File: src/rtl/output_streamer.sv
// ---------------------------------------------------------------------------
// output_streamer
//   Drains a block of words from the accumulation-buffer writeback port and
//   streams them off-chip over a valid/ready interface, through a 2-entry FIFO.
//
// Ports
//   clk        sole clock, rising edge
//   rst_n      asynchronous active-low reset
//   start      one-cycle drain request, sampled only while idle
//   num_words  words to drain, latched on an accepted start (clamped to BANK_DEPTH)
//   ren_wb     read enable to the writeback port
//   radr_wb    read address to the writeback port (equals the read counter)
//   rdata_wb   read data, valid the cycle after ren_wb
//   out_valid  out_data holds a valid word
//   out_ready  downstream accepts the word when out_valid and out_ready are high
//   out_data   head of the internal FIFO
//   busy       drain in progress
//   done       one-cycle pulse when a drain completes
//
// state  | meaning
// IDLE   | waiting for start
// DRAIN  | issuing reads, streaming words out
// FINISH | all reads issued, emptying FIFO and in-flight read
// ---------------------------------------------------------------------------
module output_streamer #(
  parameter int                       DATA_WIDTH      = 64,
  parameter int                       BANK_ADDR_WIDTH = 7,
  parameter logic [BANK_ADDR_WIDTH:0] BANK_DEPTH      = 128
) (
  input  logic                       clk,
  input  logic                       rst_n,
  input  logic                       start,
  input  logic [BANK_ADDR_WIDTH:0]   num_words,
  output logic                       ren_wb,
  output logic [BANK_ADDR_WIDTH-1:0] radr_wb,
  input  logic [DATA_WIDTH-1:0]      rdata_wb,
  output logic                       out_valid,
  input  logic                       out_ready,
  output logic [DATA_WIDTH-1:0]      out_data,
  output logic                       busy,
  output logic                       done
);

  typedef enum logic [1:0] {IDLE, DRAIN, FINISH} state_t;

  state_t                   state;
  logic [BANK_ADDR_WIDTH:0] count;
  logic [BANK_ADDR_WIDTH:0] rd_cnt;
  logic [BANK_ADDR_WIDTH:0] rd_cnt_inc;
  logic                     inflight;
  logic [DATA_WIDTH-1:0]    fifo_mem [2];
  logic                     wr_ptr;
  logic                     rd_ptr;
  logic [1:0]               occ;
  logic [1:0]               occ_next;
  logic [1:0]               level;
  logic                     pop;
  logic                     push;
  logic                     reads_left;
  logic                     complete;

  always_comb begin
    pop        = out_valid & out_ready;
    push       = inflight;
    level      = occ + {1'b0, inflight};
    reads_left = (rd_cnt < count);
    // Only issue a read if the word can be guaranteed a FIFO slot when it lands.
    ren_wb     = (state == DRAIN) && reads_left &&
                 ({1'b0, level} < (3'd2 + {2'b0, pop}));
    rd_cnt_inc = rd_cnt + {{BANK_ADDR_WIDTH{1'b0}}, ren_wb};
    occ_next   = occ + {1'b0, push} - {1'b0, pop};
    // Nothing left to read, nothing in flight, FIFO empties this cycle.
    complete   = (state != IDLE) && !reads_left && !inflight && (occ_next == 2'd0);
  end

  assign radr_wb   = rd_cnt[BANK_ADDR_WIDTH-1:0];
  assign out_valid = (occ != 2'd0);
  assign out_data  = fifo_mem[rd_ptr];

  always_ff @(posedge clk or negedge rst_n) begin
    if (!rst_n) begin
      state  <= IDLE;
      count  <= '0;
      rd_cnt <= '0;
      busy   <= 1'b0;
      done   <= 1'b0;
    end else begin
      done <= 1'b0;
      case (state)
        IDLE: begin
          if (start) begin
            count  <= (num_words > BANK_DEPTH) ? BANK_DEPTH : num_words;
            rd_cnt <= '0;
            busy   <= 1'b1;
            state  <= DRAIN;
          end
        end
        DRAIN: begin
          rd_cnt <= rd_cnt_inc;
          if (complete) begin
            // Only reachable here for an empty drain.
            state  <= IDLE;
            busy   <= 1'b0;
            done   <= 1'b1;
            rd_cnt <= '0;
          end else if (rd_cnt_inc == count) begin
            state <= FINISH;
          end
        end
        FINISH: begin
          if (complete) begin
            state  <= IDLE;
            busy   <= 1'b0;
            done   <= 1'b1;
            rd_cnt <= '0;
          end
        end
        default: state <= IDLE;
      endcase
    end
  end

  always_ff @(posedge clk or negedge rst_n) begin
    if (!rst_n) begin
      inflight    <= 1'b0;
      wr_ptr      <= 1'b0;
      rd_ptr      <= 1'b0;
      occ         <= 2'd0;
      fifo_mem[0] <= '0;
      fifo_mem[1] <= '0;
    end else begin
      inflight <= ren_wb;
      occ      <= occ_next;
      if (push) begin
        fifo_mem[wr_ptr] <= rdata_wb;
        wr_ptr           <= ~wr_ptr;
      end
      if (pop) begin
        rd_ptr <= ~rd_ptr;
      end
    end
  end

endmodule

File: config.mk
export PLATFORM = sky130hd
export DESIGN_NAME = output_streamer
export DESIGN_NICKNAME = d
export VERILOG_FILES = /design/src/rtl/output_streamer.sv
export SDC_FILE = /design/constraint.sdc
export NUM_CORES = 1
export LEC_CHECK = 0
export CORE_ASPECT_RATIO = 2
export CORE_MARGIN = 4
export CORE_UTILIZATION = 51
export CTS_CLUSTER_DIAMETER = 80
export DETAILED_ROUTE_END_ITERATION = 12
export PLACE_DENSITY = 0.8
export SETUP_SLACK_MARGIN = 0.2
export SLEW_MARGIN = 20
export SYNTH_ARGS = -nofsm -noshare
export SYNTH_HDL_FRONTEND = slang
export SYNTH_SLANG_ARGS = --single-unit
File: constraint.sdc
create_clock -name clk -period 3.62 [get_ports clk]
set_input_delay 0.905 -clock clk [delete_from_list [all_inputs] [get_ports clk]]
set_output_delay 0.905 -clock clk [all_outputs]
set_load 0.02 [all_outputs]
# Yosys cells after proc, flatten, opt, wreduce, memory -nomap -nowiden
# Cells that the tools add are included.
# totals
inputBits,76
regBits,153
output_inout_bits,75
wordCells,73
# classes
add_sub_neg,4
reduce_logical,19
n_eq_ne,7
mux,21
bitwise,5
magnitude_cmp,6
# op_table
operator,count
$mux W64,4
$bwmux W128,1
$demux W64 S1,1
$mux W8,4
$pmux W8 S3,1
$reduce_and A3 Y1,3
$add A8 B1 Y8,1
$eq A8 B8 Y1,1
$gt A8 B8 Y1 const B,1
$lt A8 B8 Y1,1
$mux W2,4
$logic_and A1 B1 Y1,6
$pmux W2 S3,1
$reduce_bool A2 Y1,3
$ge A2 B2 Y1 const B,2
$logic_not A2 Y1,2
$mux W1,4
$ne A2 B2 Y1 const B,2
$not A1 Y2,2
$add A2 B1 Y3 const A,1
$lt A2 B3 Y1,1
$ne A3 B2 Y1 const B,1
$reduce_bool A3 Y1,1
$add A2 B1 Y2,1
11 further kinds,13

# Longest topological paths before layout
# depth
ltp_word,10
depth_mapped,14
ltp_nobuf,14

# Worst setup path after synthesis
# No wires, ideal clock.
# synth_timing
kind,register to register
from,register rd_cnt[1]
to,register state[0]
path_slack_ns,-0.082
setup_time_ns,0.124
period_less_slack_ns,3.702
path_stages_with_launch,14
path_buffers,0
required_ns,3.496
t_arrival_ns,3.578
cell_sequence,dfrtp_1 > ha_1 > a211oi_1 > o21ai_0 > a211o_1 > nor3b_1 > ha_1 > ha_1 > xnor3_1 > nand3_1 > nor4b_1 > and4_1 > o21ai_0 > a2bb2oi_1
# synth_between
elab_chain_cells,7
word_cells_on_any_way,14
classes_between,add/sub: 1; order compare: 1; eq/ne: 3; mux: 2; reduce/logical: 7
# synth_lines
element,line_no,text
"start, declared",48,logic [BANK_ADDR_WIDTH:0] rd_cnt;
"start signal, assigned",99,rd_cnt <= rd_cnt_inc;
$lt A8 B8 Y1,66,reads_left = (rd_cnt < count);
$logic_and A1 B1 Y1 (2 in a row),68,ren_wb = (state == DRAIN) && reads_left &&
net ren_wb,34,"output logic ren_wb,"
$add A8 B1 Y8,70,"rd_cnt_inc = rd_cnt + {{BANK_ADDR_WIDTH{1'b0}}, ren_wb};"
$eq A8 B8 Y1,106,end else if (rd_cnt_inc == count) begin
$ne A3 B2 Y1 (no line),--,
$reduce_and A3 Y1 (no line),--,
"end signal, assigned",82,state <= IDLE;
"end signal, assigned",107,state <= FINISH;
"end signal, assigned",112,state <= IDLE;
"end, declared",46,state_t state;
# The timed path passes the listed nets, and every way through them passes these cells.
# A chain may end at the register's enable or synchronous reset.

# Worst setup path after layout
# layout_timing
from,register rd_cnt[1]
to,register state[0]
# layout_between
elab_chain_cells,7
word_cells_on_any_way,14
classes_between,add/sub: 1; order compare: 1; eq/ne: 3; mux: 2; reduce/logical: 7
# layout_lines
element,line_no
$lt A8 B8 Y1,66
$logic_and A1 B1 Y1 or $logic_not A1 Y1 (tied branches),"68, 73"
"$logic_and A1 B1 Y1, on equally long branches","68, 73"
$add A8 B1 Y8 or $logic_and A1 B1 Y1 (tied branches),"70, 73"
$eq A8 B8 Y1 or $logic_and A1 B1 Y1 (tied branches),"106, 73"
$ne A3 B2 Y1 (no line) (tied with other cells),--
$reduce_and A3 Y1 (no line) or $pmux W2 S3 (tied branches),--
# Parallel ways exist; a longest one is shown, timed or not.

==> results.toml <==
[logic_synthesis]
yosys-top-cells-area = "dfrtp_1, mux2_2, ha_1"
synthCells = 525
synth_flop_cell = "dfrtp_1"
synth_area_mm2 = 0.00719
synth_warnings = 0
async_reset_ff_frac = 1.00
syn_area_per_cell_um2 = 13.7
ys_seq_elements = 153
synth.top_cell.area_share = 0.532
yosysTopAreaCell = "dfrtp_1"
synth-edff-count = 0
synth_cell_types = 42
yosysSeqAreaShare = 0.532
synth_nets = 617

[final_layout]
most-common-layout-cells = "mux2_2, dfrtp_1, clkdlybuf4s50_1"
final_common_cell = "mux2_2"
diodes = 0
final_cells = 892
drive_above_1_share = 0.387
syn2layout_area_growth_pct = 35.2
fin_util = 0.700
final_nets = 783
final_area_mm2 = 0.00973
fillers = 1008

[power]
p_int_mw = 6.58
power_frac_clock = 0.185
power_frac_seq = 0.299
p_per_area_mw_per_mm2 = 1050
switching_power_mw = 3.65
peakVddDrop_mv = 0.616
power_mw = 10.2
p_leak_nw = 4.08
swShare = 0.357
p_comb_frac = 0.516

[routing]
drt_pre_antenna_iters = 4
antenna_left = 0
dr.first_iter.drc_count = 190
vias = 4902
drt-wirelength-per-cell_um = 20.7
finalWirelength_um = 18400
drt_drc_violations_left = 0
vias_per_cell = 5.50

[critical_path]
worstPathArrival_ns = 3.75
cp_cell_sequence = "ha_1, a211oi_2, o21ai_0, a211o_1, nor3b_4, ha_2, buf_4, and3_1, buf_4, o211ai_1, o211ai_1, and4_4, o21ai_0, a2bb2oi_1"
crit_family = "compound AO/OA/AOI/OAI gates"
critical_path_depth = 14
crit_type = "reg2reg"
cp_slowest_cell = "dfrtp_2"
crit_buf_inv = 2
crit_path_max_fanout = 5
crit_path_start_kind = "flip-flop"
end_kind = "flip-flop"
r2r_cells = 14
critPathMaxStageDelay_ns = 0.44
crit_required_ns = 3.91

[global_routing]
grt_max_degree = 88
met1_usage = 0.220
grt_use_total = 0.233
grt_pass1_wl_um = 29100
antenna_found_initial = 0
overflow = 0
use_met3 = 0.0388
grt_pass1_vias = 5464
grt_use_met2 = 0.480
busiest_layer = "met2"

[hold_path]
hp-class = "reg2reg"
hold-path-cell-count = 1

[cts]
cts.sinks = 153
clk_latency_ns = 0.41
clk_pin_slew_ns = 0.06
cts_tree = "built"
numCtsBuffers = 17
hold_buffers = 0
root_buffer = "clkbuf_16"
htree_levels = 4
clk_path_buf_depth = 2

[floorplanning]
rows = 61
io-pin-count = 151
die_w_um = 92.0
die_area_mm2 = 0.0162
core_area_mm2 = 0.0139
start_util = 0.518
die_y_um = 176

[placed_design]
postPlaceCellArea_mm2 = 0.00904
port-buffer-count = 150
dpl.hpwl_um = 13200
gp_congestion = 0.972
dpl.cell_count = 858

[run_status]
outcome = "completed"

[sta]
min_period_ns = 3.45
finalCritPeriodShare = 0.954
drv_slew = 0
max_slew.worst_pin.slew_ns = 0.790
rsz0062_at_grt = "yes"
fmax_mhz = 289
setup_viol = 0
whs_ns = 0.501
slew_headroom = 0.473
hold_violations = 0
skew_ns = 0.00757

[job]
max-cap-violations = 0
-- per-layer routing --
metal	vias up	share of wire
li1	2203	-
met2	142	0.61
met1	2518	0.33
met4	0	0.028
met3	39	0.031
met5	-	0
-- cells in the mapped netlist (2+ instances only) --
master and number:
a21oi_1 5, a22oi_1 4, and2_1 2, buf_4 7
clkbuf_1 23, dfrtp_1 153, ha_1 16, inv_1 18
mux2_2 193, mux2i_1 3, nand2_1 14, nand2b_1 8
nand3_1 5, nand4_1 2, nor2_1 3, nor2b_1 6
nor3_1 4, nor3b_1 2, nor4b_1 2, o2111a_1 2
o211ai_1 3, o21ai_0 14, o2bb2ai_1 7, xnor2_1 7
xor2_1 5
-- through the flow --
| step | worst slack [ns] | setup TNS [ns] |
|---|---|---|
| 2_1_floorplan | 0.270 | 0 |
| 3_3_place_gp | -0.0842 | -0.108 |
| 3_5_place_dp | -0.222 | -0.362 |
| 4_1_cts | 0.214 | 0 |
| 5_1_grt | 0.0970 | 0 |
| 6_report | 0.165 | 0 |
-- worst reg2reg max path: cells and delay by family, from the launching register on --
family,cells,cell delay [ns]
flops,1,0.44
buf+inv,2,0.27
compound gates,7,1.32
simple gates,3,0.74
fa+ha+maj,2,0.57
-- worst paths after layout --
check	start	slack [ns]	to
max	rd_cnt[1]	0.17	state[0]
min	fifo_mem[54]	0.50	fifo_mem[54]
max reg2reg	rd_cnt[1]	0.17	state[0]
min reg2reg	fifo_mem[54]	0.50	fifo_mem[54]
max in group asynchronous	rst_n	2.24	rd_cnt[1]
min in group asynchronous	rst_n	0.54	fifo_mem[90]
-- repair_timing --
action	CTS	global route
gates resized for setup	4	9
endpoints found under the setup margin	3	3
setup buffers	1	2
pin swaps	2	7
-- sequential cells by signal, summed over array words and instances (netlist names), 2 cells and up --
name and cells:
occ 2, count 8, state 2, rd_cnt 8
fifo_mem 128
-- area by class of cell --
cell class | instances | area [um2] | share of cell area
multi-input combinational | 323 | 3210 | 0.330
timing repair buffer | 178 | 1750 | 0.179
inverter | 18 | 67.6 | 0.00695
sequential | 153 | 3830 | 0.394
clock inverter | 13 | 194 | 0.0199
clock buffer | 18 | 439 | 0.0452
tap | 189 | 236 | 0.0243
-- kinds of logic after synthesis --
family	Yosys count	synth area share
mux	196	0.306
compound gates	43	0.0426
flops	153	0.532
fa+ha+maj	16	0.0278
buf+inv	49	0.0294
xor+xnor	13	0.0177
simple gates	55	0.0438
-- power by group through the flow --
stage,clock network (mW),registers [mW],logic [mW]
after floorplan,0,2.89,3.27
after global placement,0,2.99,5.09
after detailed placement,0,3.07,5.22
after CTS,1.92,3.06,5.28
after global routing,2.01,3.15,5.59
final,1.89,3.05,5.28
(Power assumes the default switching activity.)
